--- config.mk ---
export PLATFORM = sky130hd
export DESIGN_NAME = pio_cmd_engine
export DESIGN_NICKNAME = d
export VERILOG_FILES = /design/src/rtl/pio_cmd_engine.sv
export SDC_FILE = /design/constraint.sdc
export NUM_CORES = 1
export LEC_CHECK = 0
export CAP_MARGIN = 40
export CORE_ASPECT_RATIO = 1.4
export CORE_MARGIN = 3
export CORE_UTILIZATION = 50
export CTS_CLUSTER_DIAMETER = 50
export DETAILED_ROUTE_END_ITERATION = 7
export DONT_BUFFER_PORTS = 1
export REMOVE_ABC_BUFFERS = 1
export SLEW_MARGIN = 15
export SYNTH_ARGS = -nofsm -noshare
export SYNTH_HDL_FRONTEND = slang
export SYNTH_SLANG_ARGS = --single-unit
--- constraint.sdc ---
create_clock -name clk_clk -period 11.3 [get_ports clk_clk]
set_clock_uncertainty 0.05 [all_clocks]
set_input_delay 2.825 -clock clk_clk [delete_from_list [all_inputs] [get_ports clk_clk]]
set_output_delay 2.825 -clock clk_clk [all_outputs]
set_load 0.01 [all_outputs]
--- src/rtl/pio_cmd_engine.sv ---
// Fabric-side command engine on the HPS PIO pair: toggle req/ack handshake,
// single-cycle and looped commands against a small 16-bit register bank.
module pio_cmd_engine #(
  parameter int NUM_REGS = 16
) (
  input  logic        clk_clk,
  input  logic        reset_reset,
  input  logic [31:0] pio_out,
  output logic [31:0] pio_in
);

  typedef enum logic [1:0] {
    IDLE = 2'd0,
    EXEC = 2'd1,
    LOOP = 2'd2,
    DONE = 2'd3
  } state_t;

  localparam logic [3:0] LAST_IDX   = 4'(NUM_REGS - 1);
  localparam logic [4:0] NUM_REGS_W = 5'(NUM_REGS);

  state_t      state_r, state_s;
  logic [31:0] cmd_r;
  logic [15:0] regs_r [16];
  logic [3:0]  idx_r;
  logic [19:0] acc_r;
  logic        ack_r, busy_r, error_r, carry_r;
  logic [3:0]  sum_hi_r;
  logic [7:0]  cmd_count_r;
  logic [15:0] result_r;

  logic [2:0]  op_s;
  logic [3:0]  addr_s;
  logic [15:0] data_s;
  logic        addr_ok_s;
  logic [15:0] rd_s;
  logic [16:0] add_s;
  logic        accept_s, publish_s, pub_error_s, pub_carry_s;
  logic [3:0]  pub_sum_hi_s;
  logic [15:0] pub_result_s;
  logic        wr_en_s;
  logic [3:0]  wr_addr_s;
  logic [15:0] wr_data_s;
  logic        unused_s;

  assign op_s      = cmd_r[30:28];
  assign addr_s    = cmd_r[27:24];
  assign data_s    = cmd_r[15:0];
  assign unused_s  = ^cmd_r[23:16];
  assign addr_ok_s = ({1'b0, addr_s} < NUM_REGS_W);
  assign rd_s      = addr_ok_s ? regs_r[addr_s] : 16'h0000;
  assign add_s     = {1'b0, rd_s} + {1'b0, data_s};

  assign pio_in = {ack_r, busy_r, error_r, carry_r, sum_hi_r, cmd_count_r, result_r};

  // Next-state and per-op publish values; undefined status fields default to 0
  always_comb begin
    state_s      = state_r;
    accept_s     = 1'b0;
    publish_s    = 1'b0;
    pub_error_s  = 1'b0;
    pub_carry_s  = 1'b0;
    pub_sum_hi_s = 4'h0;
    pub_result_s = 16'h0000;
    wr_en_s      = 1'b0;
    wr_addr_s    = addr_s;
    wr_data_s    = 16'h0000;
    case (state_r)
      IDLE: begin
        if (pio_out[31] != ack_r) begin
          accept_s = 1'b1;
          state_s  = EXEC;
        end else begin
          state_s = IDLE;
        end
      end
      EXEC: begin
        state_s   = IDLE;
        publish_s = 1'b1;
        case (op_s)
          3'd0: pub_result_s = 16'h0000;
          3'd1: begin
            if (addr_ok_s) begin
              wr_en_s      = 1'b1;
              wr_data_s    = data_s;
              pub_result_s = data_s;
            end else begin
              pub_error_s = 1'b1;
            end
          end
          3'd2: begin
            if (addr_ok_s) begin
              pub_result_s = rd_s;
            end else begin
              pub_error_s = 1'b1;
            end
          end
          3'd3: begin
            if (addr_ok_s) begin
              wr_en_s      = 1'b1;
              wr_data_s    = add_s[15:0];
              pub_result_s = add_s[15:0];
              pub_carry_s  = add_s[16];
            end else begin
              pub_error_s = 1'b1;
            end
          end
          3'd4, 3'd5: begin
            publish_s = 1'b0;
            state_s   = LOOP;
          end
          default: pub_error_s = 1'b1;
        endcase
      end
      LOOP: begin
        if (op_s == 3'd4) begin
          wr_en_s   = 1'b1;
          wr_addr_s = idx_r;
        end else begin
          wr_en_s = 1'b0;
        end
        if (idx_r == LAST_IDX) begin
          state_s = DONE;
        end else begin
          state_s = LOOP;
        end
      end
      DONE: begin
        publish_s = 1'b1;
        state_s   = IDLE;
        if (op_s == 3'd5) begin
          pub_result_s = acc_r[15:0];
          pub_sum_hi_s = acc_r[19:16];
        end else begin
          pub_result_s = 16'h0000;
        end
      end
      default: state_s = IDLE;
    endcase
  end

  // FSM state register
  always_ff @(posedge clk_clk) begin
    if (reset_reset) begin
      state_r <= IDLE;
    end else begin
      state_r <= state_s;
    end
  end

  // Command latch, loop index/accumulator and the whole status word
  always_ff @(posedge clk_clk) begin
    if (reset_reset) begin
      cmd_r       <= 32'h0;
      idx_r       <= 4'h0;
      acc_r       <= 20'h0;
      ack_r       <= 1'b0;
      busy_r      <= 1'b0;
      error_r     <= 1'b0;
      carry_r     <= 1'b0;
      sum_hi_r    <= 4'h0;
      cmd_count_r <= 8'h00;
      result_r    <= 16'h0000;
    end else begin
      if (accept_s) begin
        cmd_r  <= pio_out;
        busy_r <= 1'b1;
      end
      if (state_r == EXEC) begin
        idx_r <= 4'h0;
        acc_r <= 20'h0;
      end else if (state_r == LOOP) begin
        idx_r <= idx_r + 4'h1;
        acc_r <= acc_r + {4'h0, regs_r[idx_r]};
      end
      // Ack takes the latched req so a toggle made while busy stays pending
      if (publish_s) begin
        ack_r       <= cmd_r[31];
        busy_r      <= 1'b0;
        error_r     <= pub_error_s;
        carry_r     <= pub_carry_s;
        sum_hi_r    <= pub_sum_hi_s;
        cmd_count_r <= cmd_count_r + 8'h01;
        result_r    <= pub_result_s;
      end
    end
  end

  // Register bank; entries at or above NUM_REGS are never written
  always_ff @(posedge clk_clk) begin
    if (reset_reset) begin
      for (int i = 0; i < 16; i++) regs_r[i] <= 16'h0000;
    end else if (wr_en_s) begin
      regs_r[wr_addr_s] <= wr_data_s;
    end
  end

endmodule

Word-level counts from Yosys, hierarchy flattened
Memories as Yosys holds them, arrays and structs flattened. A register that Yosys moved wholly into a read port is not among the register bits.
Cells that the tools add are included.
{"block": "op_classes", "eq_ne": 10, "add_sub_neg": 4, "n_mux": 36, "reduce_logical": 8}
{"op": "one-hot mux 16 bit (2 select lines)", "n": 2}
{"op": "two-way mux 16 bit", "n": 3}
{"op": "one-hot mux 16 bit (3 select lines)", "n": 1}
{"op": "two-way mux 4 bit", "n": 9}
{"op": "adder 20 x 16 -> 20 bit", "n": 1}
{"op": "adder 16 x 16 -> 17 bit", "n": 1}
{"op": "two-way mux 1 bit", "n": 17}
{"op": "OR reduction 16 bit", "n": 1}
{"op": "adder 8 x 1 -> 8 bit (second input constant)", "n": 1}
{"op": "one-hot mux 2 bit (4 select lines)", "n": 1}
{"op": "OR reduction 2 bit", "n": 4}
{"op": "== test 3 x 2 -> 1 bit (second input constant)", "n": 2}
{"op": "== test 3 bit (second input constant)", "n": 2}
{"op": "OR reduction 6 bit", "n": 1}
{"op": "adder 4 x 1 -> 4 bit (second input constant)", "n": 1}
{"op": "== test 2 bit (second input constant)", "n": 2}
{"op": "== test 4 bit (second input constant)", "n": 1}
{"op": "one-hot mux 1 bit (2 select lines)", "n": 2}
{"op": "== test 3 x 1 -> 1 bit (second input constant)", "n": 1}
{"op": "zero test 3 bit", "n": 1}
{"op": "== test 2 x 1 -> 1 bit (second input constant)", "n": 1}
{"op": "zero test 2 bit", "n": 1}
{"op": "two-way mux 2 bit", "n": 1}
{"op": "inequality test 1 bit", "n": 1}
{"block": "word_totals", "output_inout_bits": 32, "register_bits": 90, "mem_bits_rw": 256, "memories": 1, "input_bits": 34, "elab_cells": 70}
{"memory": "regs_r", "words": 16, "word_bits": 16, "read_ports": 2, "rd_ports_with_merged_regs": 2, "write_ports": 16, "line": "24", "rtl": "logic [15:0] regs_r [16];"}

Longest topological paths before layout
{"block": "depth", "ltp_word": 9, "depth_mapped": 15, "mapped_depth_nobuf": 11}

Worst setup path before layout
OpenSTA, ideal clock, no wires.
{"block": "synth_path", "path_kind": "input-to-reg", "from": "input reset_reset", "to": "memory regs_r[3][0], enable pin", "required_ps": 10875, "arrival_time_ps": 4074, "path_buffers": 0, "stages": 5, "setup_ps": 375, "slack_ps": 6801, "path_cell_list": "nand2b_1 a21oi_1 nor3b_2 nand2_1 nand2b_1"}
{"element": "from (decl)", "line": "7", "rtl": "input logic reset_reset,"}
{"element": "to (decl)", "line": "24"}

==> impl_results.md <==
* Outcome: finished, final reports clean
* DP Cell Count at between 1,500 and 2,000
* MaxCap Viol Count at 0
* Vias in the first global route at 12,655
* Main flop type after synthesis: edfxtp_1
* Clk sinks at ~350
* Post-Layout Cell Count at 1,982
* Finished Cell Area at 0.0204 sq mm
* Core ar. at roughly 0.036 sq mm
* Num CTS Buffers at 40
* DRC viols at 0
* Drt initial violations at 1,090
* Clock slew at reported path FFs at 0.06 ns
* Max Buffers Root-to-Sink at 3
* Part of the power in the clock network at a little over two fifths
* HPWL after DPL at 35,600 um
* Fmax at 0.184 GHz
* Arrival time of data at the critical path endpoint at 5.65 ns
* P&R area growth vs syn at 10.4%
* Pwr per Cell Area at ~150 mW/mm^2
* Final hold violation count at 0
* Per-cell routed wire length at approximately 24 um
* Clk_lat worst skew at 0.54 ns
* Global route total overflow at 0
* Required time of the worst setup path at approximately 12 ns
* Crit-path slowest cell: mux4_1
* Diodes inserted at 0
* Initial antenna violation count at 0
* DR pass1 iterations at 5
* Post-route ant nets at 0
* Max VDD drop at 0.000142 V
* Post-synthesis cell type count at 63
* Commonest cells in the netlist: nor2_1 (309), edfxtp_1 (256), mux4_2 (151), nand2_1 (122), dfxtp_1 (90)
* Worst Setup Start Kind: flop
* Fin crit share at 48.0%
* Switch Pwr at 0.724 mW
* Crit path cell chain: buf_4, buf_16, mux4_1, mux4_2, ha_1, inv_1, fa_1, nor2b_1, o31ai_1, a21o_1, a2111oi_0, o31ai_2, buf_4, nor2_1
* Placed cell areas at 0.0190 sq mm
* Resize count post-CTS at 0
* GRT Util Overall at between 20% and 30%
* Vias per Instance at 6.23
* Drt total wl at ~47,000 um
* Synth Warn # at 0
* Placement Setup Slack at 5.69 ns
* Largest net degree at the start of global routing at 81
* Final Slew Violations at 0
* Syn Std Cell Area at ~0.018 sq mm
* Min-delay worst type: flop to flop
* Rows at 82
* CP Capture Type: flop
* Most frequent cell after synthesis: nor2_1
* First-pass GRT wire length at 72,700 um
* CP dominant cell by count: buf_4
* CTS tree: done
* Setup ws final at between 5 and 6 ns
* Crit-path max FO at 34
* CTS H-Tree Depth at 2
* Synth area leaders: edfxtp_1 (42%), mux4_2 (18%), dfxtp_1 (9.8%)
* IO buf count at 0
* Crit path time final at 5.42 ns
* Post-synth EDFFs at approximately 260
* Layout net count at 1,567
* Seq pwr share at slightly below 50%
* Die Ht at 233 um
* Sw Ratio at roughly 24%
* Syn_area_per_cell at 12.2 sq um
* Top cell type's share of synthesized area at 41.6%
* Hold WS at ~0.42 ns
* Die W at 168 um
* WP buf/inv at 4
* Initial core utilization at 51.2%
* Int Pwr at 2.25 mW
* Worst setup path class: flop to flop
* CP max stage delay at around 0.66 ns
* Post-synth top area cell: edfxtp_1
* Hold_buf cts at 0
* Ports at between 60 and 70
* Comb power frac at 9.8%
* Cell family with most CP delay: compound AO/OA/AOI/OAI gates
* DR vias at 12,346
* RSZ-0062 raised after global routing: no
* Die ar. at 0.0393 sq mm
* GP Congestion at 0.942
* Async S/R FF share, synth at 0%
* Fin util at about 56%
* Layout cells sized above 1 at 18.7%
* Slew headroom at 40.4%
* Setup TNS at 0 ns
* Pleak at 6.80 nW
* Total power at approximately 3 mW
* Post-synthesis sequential area ratio at about half
* Setup bufs post-CTS at 0
* #FFs+latches synth at around 350
* Slew at the pin closest to its max-slew limit at about 0.9 ns
* Cell count after synthesis at 1,509
* Final setup viols at 0
* Root buffer cell: clkbuf_16
## placed cells by master, fill, tap and decap left out, drive strengths merged, types with 4 or more instances in the layout
cell / count
nor2: 309
edfxtp: 256
mux4: 159
nand2: 122
dfxtp: 90
a21oi: 65
buf: 59
clkbuf: 47
ha: 39
o21ai: 36
nand3: 35
nand2b: 24
inv: 24
nor3: 21
a21o: 20
mux2i: 17
clkinv: 15
a22oi: 14
a211oi: 14
o21a: 11
nand3b: 10
and3: 10
xor2: 10
nor2b: 9
o211ai: 9
and2: 9
or3: 7
xnor2: 7
o31ai: 7
a31oi: 6
nand4: 6
o31a: 5
a32oi: 5
or4: 4
a221oi: 4
nor3b: 4
## sequential cells by signal (all words and copies together), names as in the netlist, named ones only
register and flops:
regs_r 256, cmd_r 24, acc_r 20, result_r 16, cmd_count_r 8, idx_r 4
sum_hi_r 4, ack_r 1, busy_r 1, carry_r 1, error_r 1, state_r 1
## layer usage
layer  GRT usage, %  part of all wire [%]
met1           28.0                    37
met2           46.5                    55
met3           2.74                   4.8
met4           8.29                   3.1
met5              0                     0
## cell families (layout without fill, tap and decap cells)
logic type	after synthesis	count (layout)	share of synthesized area, %
buffers and inverters	137	148	3.35
AOI/OAI and AO/OA	216	216	7.67
adders and majority gates	41	41	2.86
muxes	176	176	20.5
xor gates and xnor gates	17	17	0.806
DFF	346	346	51.4
and+or+nand+nor	576	576	13.5
## worst register-to-register path: cells and delay by family (launching register included)
family,cells,cell delay [ns]
AND/OR/NAND/NOR,2,0.15
buffers and inverters,4,1.07
multiplexers,2,1.25
AO/OA/AOI/OAI,4,1.59
adder cells (fa/ha/maj),2,0.45
flip-flops,1,0.60
## worst paths after layout
path | slack, ns | startpoint | end | depth (start not counted)
setup / recovery | 5.88 | flop | regs_r[13][12] | 14
hold / removal | 0.42 | cmd_r[31] | ack_r | 2
setup reg to reg | 5.88 | flop | regs_r[13][12] | 14
hold reg to reg | 0.42 | cmd_r[31] | ack_r | 2
## power groups by stage
| stage | Clock, mW | Sequential [mW] | Combinational (mW) |
|---|---|---|---|
| after floorplan | 0 | 1.46 | 0.190 |
| after detailed placement | 0 | 1.46 | 0.289 |
| after global placement | 0 | 1.46 | 0.273 |
| after CTS | 1.27 | 1.43 | 0.290 |
| final | 1.25 | 1.43 | 0.293 |
| after global routing | 1.31 | 1.44 | 0.315 |
## cell type report
class	count	area, sq um
Tap cell	462	578
Clock buffer	47	1060
Fill cell	2990	15700
Clock inverter	23	184
Sequential cell	346	9500
Inverter	19	71.3
Timing Repair Buffer	59	627
Multi-Input combinational cell	1026	8380
No activity file was read; power rests on OpenSTA's default activity.
